==> src/rtl/multicycle_controller.sv <==
// multicycle_controller
//   Multicycle LEGv8 control unit. Accepts one 11-bit opcode per valid/ready
//   handshake in IDLE and walks it through EXEC, then MEM/WB/BRANCH, driving
//   the datapath controls from the current state and the latched instruction
//   class. A data-memory access that sees no dmem_ready for MEM_TIMEOUT
//   consecutive cycles parks the FSM in FAULT until reset.
//
// Ports
//   clk, reset            rising-edge clock, asynchronous active-high reset
//   instruction[10:0]     opcode field [31:21], sampled on valid && ready
//   instr_valid           opcode present
//   instr_ready           high only in IDLE
//   dmem_ready            data memory finished the current access
//   reg2loc .. branch     datapath control strobes
//   alu_op[1:0]           00 add (address), 01 pass-b/compare, 10 funct
//   is_*_branch           branch flavour, asserted in BRANCH only
//   illegal_op            one-cycle pulse after an unrecognised opcode is accepted
//   fault                 sticky memory-timeout flag
//   instr_retired         wrapping count of completed instructions
module multicycle_controller #(
  parameter int MEM_TIMEOUT = 15,
  parameter int TIMEOUT_W   = 4,
  parameter int CNT_W       = 16,
  parameter int IMM_EN      = 1
) (
  input  logic             clk,
  input  logic             reset,
  input  logic [10:0]      instruction,
  input  logic             instr_valid,
  output logic             instr_ready,
  input  logic             dmem_ready,
  output logic             reg2loc,
  output logic             alu_src,
  output logic             mem_read,
  output logic             mem_write,
  output logic             reg_write,
  output logic             mem2reg,
  output logic             branch,
  output logic [1:0]       alu_op,
  output logic             is_zero_branch,
  output logic             is_nonzero_branch,
  output logic             is_uncon_branch,
  output logic             illegal_op,
  output logic             fault,
  output logic [CNT_W-1:0] instr_retired
);

  localparam logic [2:0] IDLE   = 3'd0;
  localparam logic [2:0] EXEC   = 3'd1;
  localparam logic [2:0] MEM    = 3'd2;
  localparam logic [2:0] WB     = 3'd3;
  localparam logic [2:0] BRANCH = 3'd4;
  localparam logic [2:0] FAULT  = 3'd5;

  // Instruction classes; only the class is kept after acceptance since
  // every later control decision depends on nothing finer.
  localparam logic [2:0] C_R    = 3'd0;
  localparam logic [2:0] C_I    = 3'd1;
  localparam logic [2:0] C_LD   = 3'd2;
  localparam logic [2:0] C_ST   = 3'd3;
  localparam logic [2:0] C_CBZ  = 3'd4;
  localparam logic [2:0] C_CBNZ = 3'd5;
  localparam logic [2:0] C_B    = 3'd6;
  localparam logic [2:0] C_ILL  = 3'd7;

  logic [2:0]           state;
  logic [2:0]           cls;
  logic [2:0]           inCls;
  logic [TIMEOUT_W-1:0] waitCnt;
  logic                 illegalQ;

  always_comb begin
    inCls = C_ILL;
    if (instruction == 11'b10001011000 || instruction == 11'b11001011000 ||
        instruction == 11'b10001010000 || instruction == 11'b10101010000)
      inCls = C_R;
    else if (IMM_EN != 0 && (instruction[10:1] == 10'b1001000100 ||
                             instruction[10:1] == 10'b1101000100))
      inCls = C_I;
    else if (instruction == 11'b11111000010)
      inCls = C_LD;
    else if (instruction == 11'b11111000000)
      inCls = C_ST;
    else if (instruction[10:3] == 8'b10110100)
      inCls = C_CBZ;
    else if (instruction[10:3] == 8'b10110101)
      inCls = C_CBNZ;
    else if (instruction[10:5] == 6'b000101)
      inCls = C_B;
  end

  always_ff @(posedge clk or posedge reset) begin
    if (reset) begin
      state         <= IDLE;
      cls           <= C_R;
      waitCnt       <= '0;
      illegalQ      <= 1'b0;
      instr_retired <= '0;
    end else begin
      illegalQ <= 1'b0;
      case (state)
        IDLE: begin
          if (instr_valid) begin
            if (inCls == C_ILL) begin
              illegalQ <= 1'b1;
            end else begin
              cls   <= inCls;
              state <= EXEC;
            end
          end
        end
        EXEC: begin
          case (cls)
            C_R, C_I: state <= WB;
            C_LD, C_ST: begin
              state   <= MEM;
              waitCnt <= '0;
            end
            default: state <= BRANCH;
          endcase
        end
        MEM: begin
          if (dmem_ready) begin
            if (cls == C_LD) begin
              state <= WB;
            end else begin
              state         <= IDLE;
              instr_retired <= instr_retired + CNT_W'(1);
            end
          end else if (waitCnt == TIMEOUT_W'(MEM_TIMEOUT - 1)) begin
            // This is the MEM_TIMEOUT-th consecutive cycle without ready.
            state <= FAULT;
          end else begin
            waitCnt <= waitCnt + TIMEOUT_W'(1);
          end
        end
        WB, BRANCH: begin
          state         <= IDLE;
          instr_retired <= instr_retired + CNT_W'(1);
        end
        FAULT:   state <= FAULT;
        default: state <= IDLE;
      endcase
    end
  end

  always_comb begin
    reg2loc           = 1'b0;
    alu_src           = 1'b0;
    mem_read          = 1'b0;
    mem_write         = 1'b0;
    reg_write         = 1'b0;
    mem2reg           = 1'b0;
    branch            = 1'b0;
    alu_op            = 2'b00;
    is_zero_branch    = 1'b0;
    is_nonzero_branch = 1'b0;
    is_uncon_branch   = 1'b0;
    case (state)
      EXEC: begin
        case (cls)
          C_R: alu_op = 2'b10;
          C_I: begin
            alu_op  = 2'b10;
            alu_src = 1'b1;
          end
          C_LD: alu_src = 1'b1;
          C_ST: begin
            alu_src = 1'b1;
            reg2loc = 1'b1;
          end
          C_CBZ, C_CBNZ: begin
            alu_op  = 2'b01;
            reg2loc = 1'b1;
          end
          default: ;
        endcase
      end
      MEM: begin
        alu_src = 1'b1;
        if (cls == C_LD) begin
          mem_read = 1'b1;
        end else begin
          mem_write = 1'b1;
          reg2loc   = 1'b1;
        end
      end
      WB: begin
        reg_write = 1'b1;
        mem2reg   = (cls == C_LD);
        if (cls == C_R || cls == C_I) alu_op = 2'b10;
        if (cls == C_I) alu_src = 1'b1;
      end
      BRANCH: begin
        branch            = 1'b1;
        is_zero_branch    = (cls == C_CBZ);
        is_nonzero_branch = (cls == C_CBNZ);
        is_uncon_branch   = (cls == C_B);
      end
      default: ;
    endcase
  end

  assign instr_ready = (state == IDLE);
  assign fault       = (state == FAULT);
  assign illegal_op  = illegalQ;

endmodule

==> config.mk <==
export PLATFORM = sky130hd
export DESIGN_NAME = multicycle_controller
export DESIGN_NICKNAME = d
export VERILOG_FILES = /design/src/rtl/multicycle_controller.sv
export SDC_FILE = /design/constraint.sdc
export NUM_CORES = 1
export LEC_CHECK = 0
export ABC_AREA = 1
export BUFFER_PORTS_ARGS = -buffer_cell sky130_fd_sc_hd__buf_2
export CORE_ASPECT_RATIO = 1.1
export CORE_MARGIN = 2
export CORE_UTILIZATION = 45
export CTS_BUF_LIST = sky130_fd_sc_hd__clkbuf_4 sky130_fd_sc_hd__clkbuf_8
export DETAILED_ROUTE_END_ITERATION = 6
export GPL_ROUTABILITY_DRIVEN = 0
export GPL_TIMING_DRIVEN = 0
export HOLD_SLACK_MARGIN = 0.02
export PLACE_DENSITY = 0.75
export SLEW_MARGIN = 20
export SYNTH_ARGS = -nofsm -noshare
export SYNTH_HDL_FRONTEND = slang
export SYNTH_SLANG_ARGS = --single-unit
==> constraint.sdc <==
create_clock -name clk -period 1.9 [get_ports clk]
set_input_delay 0.095 -clock clk [delete_from_list [all_inputs] [get_ports clk]]
set_output_delay 0.095 -clock clk [all_outputs]
set_load 0.005 [all_outputs]
==> results of run 1 <==
## what timing repair did
action	CTS	global route
resized for setup	0	0
hold buffers	0	1
setup endpoints to repair	0	0
hold endpoints to repair	0	27
## logic make-up after synthesis
group           count (synthesis)  share of synthesized area, %
buf+inv                        44                          9.58
fa+ha+maj                       3                          2.08
flops                          27                          37.5
compound gates                 18                          6.04
xor+xnor                       16                          8.19
simple gates                  139                          36.6
## synthesized netlist by cell type
master                     instances  area [um^2]
sky130_fd_sc_hd__xor2_1            9         78.8
sky130_fd_sc_hd__nor2_1           35          131
sky130_fd_sc_hd__nor3_2            1         10.0
sky130_fd_sc_hd__nand2_4           3         33.8
sky130_fd_sc_hd__nor2_8            1         20.0
sky130_fd_sc_hd__o311ai_0          1         8.76
sky130_fd_sc_hd__nor2_2            4         25.0
sky130_fd_sc_hd__o21ai_0           7         35.0
sky130_fd_sc_hd__nand3_4           1         17.5
sky130_fd_sc_hd__inv_4             1         6.26
sky130_fd_sc_hd__nand2_1          54          203
sky130_fd_sc_hd__inv_2             2         7.51
sky130_fd_sc_hd__xnor2_1           6         52.6
sky130_fd_sc_hd__buf_2             1         5.00
sky130_fd_sc_hd__dfrtp_1          27          676
sky130_fd_sc_hd__nand2_2           1         6.26
sky130_fd_sc_hd__inv_1            39          146
sky130_fd_sc_hd__a21oi_1           4         20.0
sky130_fd_sc_hd__nand3b_1          1         7.51
sky130_fd_sc_hd__nor3_1            8         40.0
sky130_fd_sc_hd__o21ai_2           1         8.76
sky130_fd_sc_hd__o22ai_1           1         6.26
sky130_fd_sc_hd__o211ai_1          1         7.51
sky130_fd_sc_hd__nand4_1           5         31.3
sky130_fd_sc_hd__xor2_2            1         16.3
sky130_fd_sc_hd__nor2_4            1         11.3
sky130_fd_sc_hd__nand3_1          21          105
sky130_fd_sc_hd__o31ai_1           3         22.5
sky130_fd_sc_hd__nor4_1            3         18.8
sky130_fd_sc_hd__buf_4             1         7.51
sky130_fd_sc_hd__ha_1              3         37.5
## sequential cells by signal (all words and copies together), names as in the netlist
signal,cells
state,3
waitCnt,4
illegal_op,1
instr_retired,16
cls,3
## metal layers
layer / global-route usage [%] / share of wire [%] / vias up
li1: - / - / 881
met1: 21.7 / 45 / 770
met2: 30.9 / 50 / 42
met3: 2.42 / 4.2 / 3
met4: 6.15 / 0.90 / 0
met5: 0 / 0 / -
## power by group through the flow
stage | logic [mW] | clock network [mW] | registers (mW)
after floorplan | 0.643 | 0 | 0.822
after global placement | 0.880 | 0 | 0.843
after detailed placement | 0.896 | 0 | 0.851
after CTS | 0.903 | 0.337 | 0.839
after global routing | 1.02 | 0.360 | 0.859
final | 0.895 | 0.332 | 0.837
## path summary, 6_finish.rpt
| kind | end |
|---|---|
| max in group asynchronous | waitCnt[0] |
| worst max register to register | instr_retired[10] |
| worst min-delay path | illegal_op |
| worst min register to register | instr_retired[9] |
| worst max-delay path | mem2reg |
| min in group asynchronous | instr_retired[6] |
## cells in the final DEF (no fill, tap or decap), types with 4 or more instances in the layout
cell	count
sky130_fd_sc_hd__nand2_1	54
sky130_fd_sc_hd__o21ai_0	7
sky130_fd_sc_hd__xor2_1	9
sky130_fd_sc_hd__a21oi_1	4
sky130_fd_sc_hd__buf_2	46
sky130_fd_sc_hd__nor2_2	4
sky130_fd_sc_hd__dfrtp_1	27
sky130_fd_sc_hd__inv_1	38
sky130_fd_sc_hd__nand4_1	5
sky130_fd_sc_hd__nor2_1	35
sky130_fd_sc_hd__nand3_1	21
sky130_fd_sc_hd__nor3_1	8
sky130_fd_sc_hd__xnor2_1	6
## final cells by class
class	count	area (um^2)	share of cell area, %
Buffer	2	12.5	0.582
Tap cell	52	65.1	3.03
Multi-Input combinational cell	176	955	44.4
Clock inverter	1	5.00	0.233
Clock buffer	3	41.3	1.92
Timing Repair Buffer	46	235	10.9
Inverter	42	160	7.45
Sequential cell	27	676	31.4
## metrics by stage
| stage | utilization (%) | power (mW) | std cells | worst slack [ps] | area (um^2) |
|---|---|---|---|---|---|
| finish | 55.1 | 2.06 | 349 | 297 | 2150 |
| global route | 55.1 | 2.24 | 349 | 151 | 2150 |
| CTS | 54.8 | 2.08 | 348 | 278 | 2140 |
| detailed placement | 53.6 | 1.75 | 344 | 293 | 2090 |
| global placement | 53.6 | 1.72 | 344 | 330 | 2090 |
| floorplan | - | 1.47 | 247 | 476 | 1800 |
## worst register-to-register path, stage by stage (launching register included)
cell,delay [ps]
sky130_fd_sc_hd__dfrtp_1,420
sky130_fd_sc_hd__inv_2,120
sky130_fd_sc_hd__nor2_2,60
sky130_fd_sc_hd__nand2_4,120
sky130_fd_sc_hd__inv_4,70
sky130_fd_sc_hd__nand2_2,90
sky130_fd_sc_hd__nand3_4,120
sky130_fd_sc_hd__nor2_4,140
sky130_fd_sc_hd__nand2_4,80
sky130_fd_sc_hd__nor2_8,110
sky130_fd_sc_hd__nand2_1,60
sky130_fd_sc_hd__nand2_1,50
sky130_fd_sc_hd__nand2_1,50
==> run metrics, run 1 <==
transition time at the pin with the least slew margin=549 ps; most frequent CP cell=sky130_fd_sc_hd__inv_1; combinational fraction of design power=43.4%; Worst path depth=6; Nets=316; horizontal die dimension=64.4 um; number of antenna violations at the first check in global routing=0; net load switching power=884 uW; number of flip-flops and latches in the synthesized netlist=27; biggest cell delay along the critical path=430 ps; number of clock sinks=27; number of cells traversed by the worst hold path=5; largest voltage drop on the vdd net=0.433 mV; minimum setup slack among reg-to-reg paths=300 ps; worst slew slack as a fraction of its limit=63.4%; post-DR vias/cell=4.86; share of final-layout standard cells stronger than drive strength 1=23.2%; number of maximum-capacitance constraint violations=0; Area growth, synth to finish=19.2%; endpoints failing setup=0; number of buffer cells added on primary ports=45; detailed-routing iteration count for the pre-antenna-repair pass=4; RSZ-0062 raised after global routing=no; count of buffer and inverter cells on the critical path=3; drt initial violations=89; ant diodes=0; combined area of all synthesized cells=1800 um^2; timing startpoint of the critical path=cls[0]; CORE AREA=3900 um^2; number of pins exceeding their max-slew limit in the final report=0; remaining number of nets flagged by the antenna check after routing=0; vias in the first global route=1,541; CTS H-Tree Depth=1; Post-Synthesis Net Count=265; largest fanout on the critical path=4; Reg clk slew, reported paths=100 ps; Post-Route Hold Slack=158 ps; number of ports placed on the die boundary=46; vias after detailed routing=1,696; WP data required=1800 ps; fill count=396; FF-to-FF path depth=12; Crit-path slowest cell=sky130_fd_sc_hd__dfrtp_1; category of the worst setup path capture point=output pin; count of different cell masters after synthesis=31; starting density of the core=46.2%; share of power burned in registers=40.6%; clock tree from TritonCTS=yes; class of the tightest hold or removal check=input pin to flip-flop; Pint=1.18 mW; share of the clock period used by the worst path=84.4%; Leakage=1.27 nW; wirelength, routed=3790 um; switching power share of the total=42.8%; setup fix buffers added after clock tree synthesis=0; final routed DRC violation total=0; largest delay contributor family on the critical path=simple AND/OR/NAND/NOR gates; synthesized area divided by synthesized cell count=7.30 um^2; total number of yosys warnings=0; share of the yosys chip area belonging to registers=37.5%; final period demand of the worst path=1600 ps; highest achievable clock rate=624 MHz; number of failing hold endpoints at the final stage=0; Synth Instances=247; CTS Buf Count=3; PD cells=961 nW/um^2; run status=completed; WL per Instance=10.9 um; Std-Cell Rows=24; Total Negative Setup Slacks=0 ps; worst setup skew after layout=9.15 ps; remaining global-route overflow=0; die area=4530 um^2; clock latency of the later-clocked register in the worst-skew pair=280 ps; root buf cell=sky130_fd_sc_hd__clkbuf_8; first-pass GRT wire length=6350 um; Hold Crit Start=instr_valid; worst r2r src=state[1]; die height=70.4 um; Worst Path Class, Setup=flip-flop to output pin; Worst Setup Start Kind=flip-flop; crit path cell chain=inv_1, nand2_1, nor2_2, inv_1, nor3_1, buf_2; critical path arrival=1510 ps; detailed placer's ending HPWL=3000 um; total track usage=17.5%; maximum number of pins on one net before global-route repair=28; maximum clock insertion buffer count=2; proportion of power drawn by the clock network=16.1%
Power figures use the tool's default switching activity.
==> inputs of run 2 (changes only) <==
==> constraint.sdc (replaced) <==
create_clock -name clk -period 1.65 [get_ports clk]
set_input_delay 0.0825 -clock clk [delete_from_list [all_inputs] [get_ports clk]]
set_output_delay 0.0825 -clock clk [all_outputs]
set_load 0.005 [all_outputs]
==> run metrics, run 2 (synthesized netlist as in run 1, its figures left out) <==
Setup WS pre-CTS=43.0 ps (-250 ps); most frequent CP cell=sky130_fd_sc_hd__nand2_1; leading cell type in the layout, fill and taps excluded=sky130_fd_sc_hd__nand2_1; critical path arrival=1740 ps (+230 ps); endpoints failing setup=0 (unchanged); share of final-layout standard cells stronger than drive strength 1=25.8% (+2.5 points); share of the clock period used by the worst path=95.0%; maximum number of pins on one net before global-route repair=28 (unchanged); Detail Route met3 WL=180 um (+14%); Highest Signal Layer=met4; vias in the first global route=1,541 (unchanged); vias after detailed routing=1,718 (+1.3%); drt initial violations=86 (-3.4%); final routed DRC violation total=0 (unchanged); number of ports placed on the die boundary=46 (unchanged); biggest cell delay along the critical path=430 ps (about the same); CORE AREA=3900 um^2 (unchanged); worst slew slack as a fraction of its limit=63.3% (about the same); number of antenna violations at the first check in global routing=0 (unchanged); number of clock sinks=27 (unchanged); Reg clk slew, reported paths=100 ps (about the same); WP data required=1820 ps (+20 ps); final period demand of the worst path=1570 ps; number of maximum-capacitance constraint violations=0 (unchanged); ant diodes=0 (unchanged); die height=70.4 um (unchanged); largest delay contributor family on the critical path=simple AND/OR/NAND/NOR gates; highest achievable clock rate=638 MHz; Worst Setup Start Kind=flip-flop; top register by number of flip-flops=instr_retired; Leakage=1.28 nW (+0.79%); CTS Buf Count=3 (unchanged); clock tree from TritonCTS=yes; run status=completed; most frequent cells in the layout=sky130_fd_sc_hd__nand2_1 (52), sky130_fd_sc_hd__buf_2 (45), sky130_fd_sc_hd__inv_1 (38); largest registers in the final layout=instr_retired: 16 flops, waitCnt: 4 flops; root buf cell=sky130_fd_sc_hd__clkbuf_8; clock latency of the later-clocked register in the worst-skew pair=280 ps (about the same); post-DR vias/cell=4.89 (+0.72%); number of failing hold endpoints at the final stage=0 (unchanged); instance count after placement with tap cells included=344 (unchanged); wirelength, routed=3830 um (+0.92%); Nets=318 (+0.63%); total track usage=17.5% (unchanged); routed length on met1=1700 um (about the same); placed instance area=2090 um^2 (unchanged); WL per Instance=10.9 um (+0.35%); remaining number of nets flagged by the antenna check after routing=0 (unchanged); CTS H-Tree Depth=1 (unchanged); Area growth, synth to finish=21.4%; Worst Path Class, Setup=flip-flop to flip-flop; starting density of the core=46.2% (unchanged); number of buffer cells added on primary ports=45 (unchanged); amount of wire on met2 after detailed routing=1890 um (-0.68%); class of the tightest hold or removal check=input pin to flip-flop; post-layout instance area=2190 um^2 (+1.9%); final worst setup slack=82.5 ps (-215 ps); largest fanout on the critical path=9 (+5); Crit-path slowest cell=sky130_fd_sc_hd__dfrtp_1; detailed-routing iteration count for the pre-antenna-repair pass=4 (unchanged); die area=4530 um^2 (unchanged); PD cells=1120 nW/um^2 (+17%); detailed placer's ending HPWL=3000 um (unchanged); worst setup skew after layout=8.00 ps (-1.16 ps); first-pass GRT wire length=6350 um (unchanged); transition time at the pin with the least slew margin=549 ps (+0.367 ps); crit path cell chain=inv_2, nor2_2, nand2_4, inv_4, nand2_2, nand3_4, nor2_4, nand2_4, nor2_8, nand2_1, nand2_1, nand2_1; number of flip-flops in the largest register=16 (unchanged); count of non-filler cells in the finished layout=351 (+0.57%); final core utilization=56.1% (+1.0 points); category of the worst setup path capture point=flip-flop; maximum clock insertion buffer count=2 (unchanged); count of buffer and inverter cells on the critical path=2 (-1); largest voltage drop on the vdd net=0.475 mV (+9.6%); RSZ-0062 raised after global routing=yes; number of pins exceeding their max-slew limit in the final report=0 (unchanged); remaining global-route overflow=0 (unchanged); Std-Cell Rows=24 (unchanged); horizontal die dimension=64.4 um (unchanged); minimum setup slack among reg-to-reg paths=80 ps (-210 ps)
[run 2: changes by cell type in the layout (fill, tap and decap cells not counted), moves of 2 or more]
cell                      previous run  this run
sky130_fd_sc_hd__buf_4               1         3
sky130_fd_sc_hd__dfrtp_1            27        25
sky130_fd_sc_hd__dfrtp_2             0         2
sky130_fd_sc_hd__nand2_1            54        52
sky130_fd_sc_hd__nand2_2             1         3
[run 2: worst reg2reg max path: cells and delay by family (launching register included)]
| kind | cells | cell delay, ps |
|---|---|---|
| and+or+nand+nor | 10 | 880 |
| buffers and inverters | 2 | 170 |
| DFF | 1 | 430 |
[run 2: metal layers]
metal / vias to the layer above / global-route usage, %
met5: - / 0
met4: 0 / 6.15
met3: 7 / 2.42
met2: 50 / 30.9
met1: 776 / 21.7
li1: 885 / -
[run 2: path summary, 6_finish.rpt]
path / from / endpoint / depth (start not counted)
worst min register to register: instr_retired[2] / instr_retired[2] / 1
min in group asynchronous: reset / instr_retired[6] / 3
worst min-delay path: instr_valid / illegal_op / 5
worst max register to register: state[1] / instr_retired[10] / 12
max in group asynchronous: reset / cls[2] / 3
worst max-delay path: state[1] / instr_retired[10] / 12
[run 2: cell type report]
cell class / count / area, um^2
Clock inverter: 1 / 5.00
Buffer: 2 / 15.0
Timing Repair Buffer: 48 / 250
Fill cell: 388 / 1710
Inverter: 42 / 160
Clock buffer: 3 / 41.3
Sequential cell: 27 / 678
Multi-Input combinational cell: 176 / 975
Tap cell: 52 / 65.1
[run 2: what timing repair did]
action / 4_1_cts / 5_1_grt
setup buffers: 0 / 2
hold buffers: 0 / 1
endpoints found under the setup margin: 0 / 9
gates resized for setup: 0 / 8
endpoints found under the hold margin: 0 / 27
[run 2: where the power goes]
part	switching, mW	internal (mW)
clock	0.212	0.170
sequential	0.165	0.808
combinational	0.675	0.428
total	1.05	1.41
[run 2: stage by stage]
stage               hold slack, ps  TNS (ps)  power (mW)
floorplan                      135         0        1.69
global placement               365         0        1.98
detailed placement             376         0        2.01
CTS                           66.9         0        2.39
global route                   167     -35.4        2.65
finish                         146         0        2.46
==> inputs of run 3 (changes only) <==
--- a/config.mk
+++ b/config.mk
@@ -13,9 +13,8 @@
 export CTS_BUF_LIST = sky130_fd_sc_hd__clkbuf_4 sky130_fd_sc_hd__clkbuf_8
 export DETAILED_ROUTE_END_ITERATION = 6
 export GPL_ROUTABILITY_DRIVEN = 0
-export GPL_TIMING_DRIVEN = 0
 export HOLD_SLACK_MARGIN = 0.02
-export PLACE_DENSITY = 0.75
+export PLACE_DENSITY = 0.81
 export SLEW_MARGIN = 20
 export SYNTH_ARGS = -nofsm -noshare
 export SYNTH_HDL_FRONTEND = slang
==> run metrics, run 3 (synthesized netlist as in run 1, its figures left out) <==
run status=completed; endpoints failing setup=0 (unchanged); net load switching power=1.07 mW (+2.0%); ant diodes=0 (unchanged); clock tree from TritonCTS=yes; detailed placer's ending HPWL=2930 um (-2.4%); FF-to-FF path depth=12 (unchanged); instance count after placement with tap cells included=347 (+0.87%); category of the worst setup path capture point=output pin; largest registers in the final layout=instr_retired: 16 flops, waitCnt: 4 flops; number of clock sinks=27 (unchanged); drt initial violations=94 (+9.3%); Worst Setup Start Kind=flip-flop; reg2reg end=instr_retired[10]; vias in the first global route=1,569 (+1.8%); maximum number of pins on one net before global-route repair=28 (unchanged); largest fanout on the critical path=4 (-5); final routed DRC violation total=0 (unchanged); number of buffer cells added on primary ports=45 (unchanged); number of flip-flops in the largest register=16 (unchanged); class of the tightest hold or removal check=input pin to flip-flop; biggest cell delay along the critical path=440 ps (about the same); WL per Instance=10.7 um (-1.9%); CTS H-Tree Depth=1 (unchanged); leading cell type in the layout, fill and taps excluded=sky130_fd_sc_hd__nand2_1; PD cells=1120 nW/um^2 (+0.19%); share of final-layout standard cells stronger than drive strength 1=26.5% (+0.72 points); highest achievable clock rate=634 MHz (-0.64%); Hold Crit Start=instr_valid; remaining number of nets flagged by the antenna check after routing=0 (unchanged); top register by number of flip-flops=instr_retired; die height=70.4 um (unchanged); proportion of power drawn by the clock network=15.0% (-0.5 points); Std-Cell Rows=24 (unchanged); total track usage=17.6% (+0.052 points); Nets=325 (+2.2%); remaining global-route overflow=0 (unchanged); clock latency of the later-clocked register in the worst-skew pair=270 ps (about the same); largest voltage drop on the vdd net=0.451 mV (-5.0%); most frequent CP cell=sky130_fd_sc_hd__nand3_1; number of antenna violations at the first check in global routing=0 (unchanged); wirelength, routed=3830 um (about the same); crit path cell chain=inv_2, nand2_1, nor3_1, nand3_1, nand3_1, buf_2; number of maximum-capacitance constraint violations=0 (unchanged); maximum clock insertion buffer count=2 (unchanged); share of the clock period used by the worst path=95.6% (+0.61 points); combinational fraction of design power=46.7% (+1.8 points); timing startpoint of the critical path=state[2]; number of failing hold endpoints at the final stage=0 (unchanged); Area growth, synth to finish=24.8%; critical path arrival=1500 ps (-240 ps); worst slew slack as a fraction of its limit=72.6% (+9.3 points); number of pins exceeding their max-slew limit in the final report=0 (unchanged); starting density of the core=46.2% (unchanged); number of ports placed on the die boundary=46 (unchanged); first-pass GRT wire length=6440 um (+1.5%); switching power share of the total=42.4% (-0.42 points); largest delay contributor family on the critical path=simple AND/OR/NAND/NOR gates; most frequent cells in the layout=sky130_fd_sc_hd__nand2_1 (53), sky130_fd_sc_hd__buf_2 (45), sky130_fd_sc_hd__inv_1 (39); worst r2r src=state[1]; post-DR vias/cell=4.81 (-1.7%); Worst path depth=6 (-6); Reg clk slew, reported paths=100 ps (about the same); final core utilization=57.7% (+1.6 points); Worst Path Class, Setup=flip-flop to output pin; Critical path destination=alu_src; final period demand of the worst path=1580 ps (+10.0 ps); share of power burned in registers=38.3% (-1.3 points); detailed-routing iteration count for the pre-antenna-repair pass=4 (unchanged); CTS Buf Count=3 (unchanged); post-layout power=2.53 mW (+3.0%); die area=4530 um^2 (unchanged); minimum setup slack among reg-to-reg paths=80 ps (about the same); vias after detailed routing=1,723 (+0.29%); horizontal die dimension=64.4 um (unchanged); count of buffer and inverter cells on the critical path=2 (unchanged); WP data required=1570 ps (-250 ps); worst setup skew after layout=8.25 ps (+0.257 ps); count of non-filler cells in the finished layout=358 (+2.0%); root buf cell=sky130_fd_sc_hd__clkbuf_8; Crit-path slowest cell=sky130_fd_sc_hd__dfrtp_1; transition time at the pin with the least slew margin=406 ps (-143 ps); Leakage=1.32 nW (+3.2%); CORE AREA=3900 um^2 (unchanged); Pint=1.46 mW (+3.7%)
[run 3: changes by cell type in the layout (fill, tap and decap cells not counted), sizes merged]
cell	delta
buf	+8
clkbuf	-1
clkinv	-1
clkinvlp	+1
[run 3: worst reg2reg max path: stages, from the launching register on]
cell,delay [ps]
sky130_fd_sc_hd__dfrtp_1,420
sky130_fd_sc_hd__inv_2,130
sky130_fd_sc_hd__nor2_2,60
sky130_fd_sc_hd__nand2_4,120
sky130_fd_sc_hd__inv_4,70
sky130_fd_sc_hd__nand2_4,80
sky130_fd_sc_hd__nand3_4,110
sky130_fd_sc_hd__nor2_4,170
sky130_fd_sc_hd__nand2_4,90
sky130_fd_sc_hd__nor2_8,100
sky130_fd_sc_hd__nand2_1,60
sky130_fd_sc_hd__nand2_1,50
sky130_fd_sc_hd__nand2_1,40
[run 3: worst min path at each step]
| stage | endpoint | slack, ps | cells after the start |
|---|---|---|---|
| final | illegal_op | 160 | 5 |
| after CTS | illegal_op | 150 | 5 |
| after global placement | instr_retired[3] | 150 | 3 |
| after global routing | illegal_op | 170 | 5 |
| after detailed placement | instr_retired[3] | 160 | 3 |
| after floorplan | cls[0] | 140 | 1 |
[run 3: layer usage]
layer	up-vias	track usage (%)	wire length, um
met5	-	0	0
met4	0	6.38	45
met3	4	2.09	133
met2	40	30.2	1980
met1	782	22.6	1670
li1	897	-	-
[run 3: area by class of cell]
| cell class | count | area (um^2) |
|---|---|---|
| clock inverter | 1 | 7.51 |
| tap | 52 | 65.1 |
| inverter | 42 | 160 |
| fill | 346 | 1650 |
| multi-input combinational | 176 | 983 |
| sequential | 27 | 676 |
| clock buffer | 3 | 41.3 |
| timing repair buffer | 57 | 318 |
[run 3: per-stage QoR]
step / worst slack [ps] / area, um^2 / hold slack (ps) / setup TNS (ps)
detailed placement: 104 / 2120 / 159 / 0
global placement: 156 / 2120 / 152 / 0
finish: 72.4 / 2250 / 156 / 0
global route: -28.7 / 2250 / 168 / -28.7
floorplan: 226 / 1800 / 135 / 0
CTS: 38.5 / 2180 / 152 / 0
[run 3: what timing repair did]
item | in CTS | in global routing
hold endpoints to repair | 27 | 0
gates resized for setup | 0 | 6
hold buffers | 1 | 0
endpoints found under the setup margin | 0 | 8
buffers inserted | 0 | 6
[run 3: power groups by stage]
stage	clock (mW)	sequential (mW)	combinational [mW]
2_1_floorplan	0	0.947	0.741
3_5_place_dp	0	0.973	1.05
6_report	0.381	0.968	1.18
3_3_place_gp	0	0.969	1.03
5_1_grt	0.421	0.988	1.35
4_1_cts	0.393	0.960	1.06
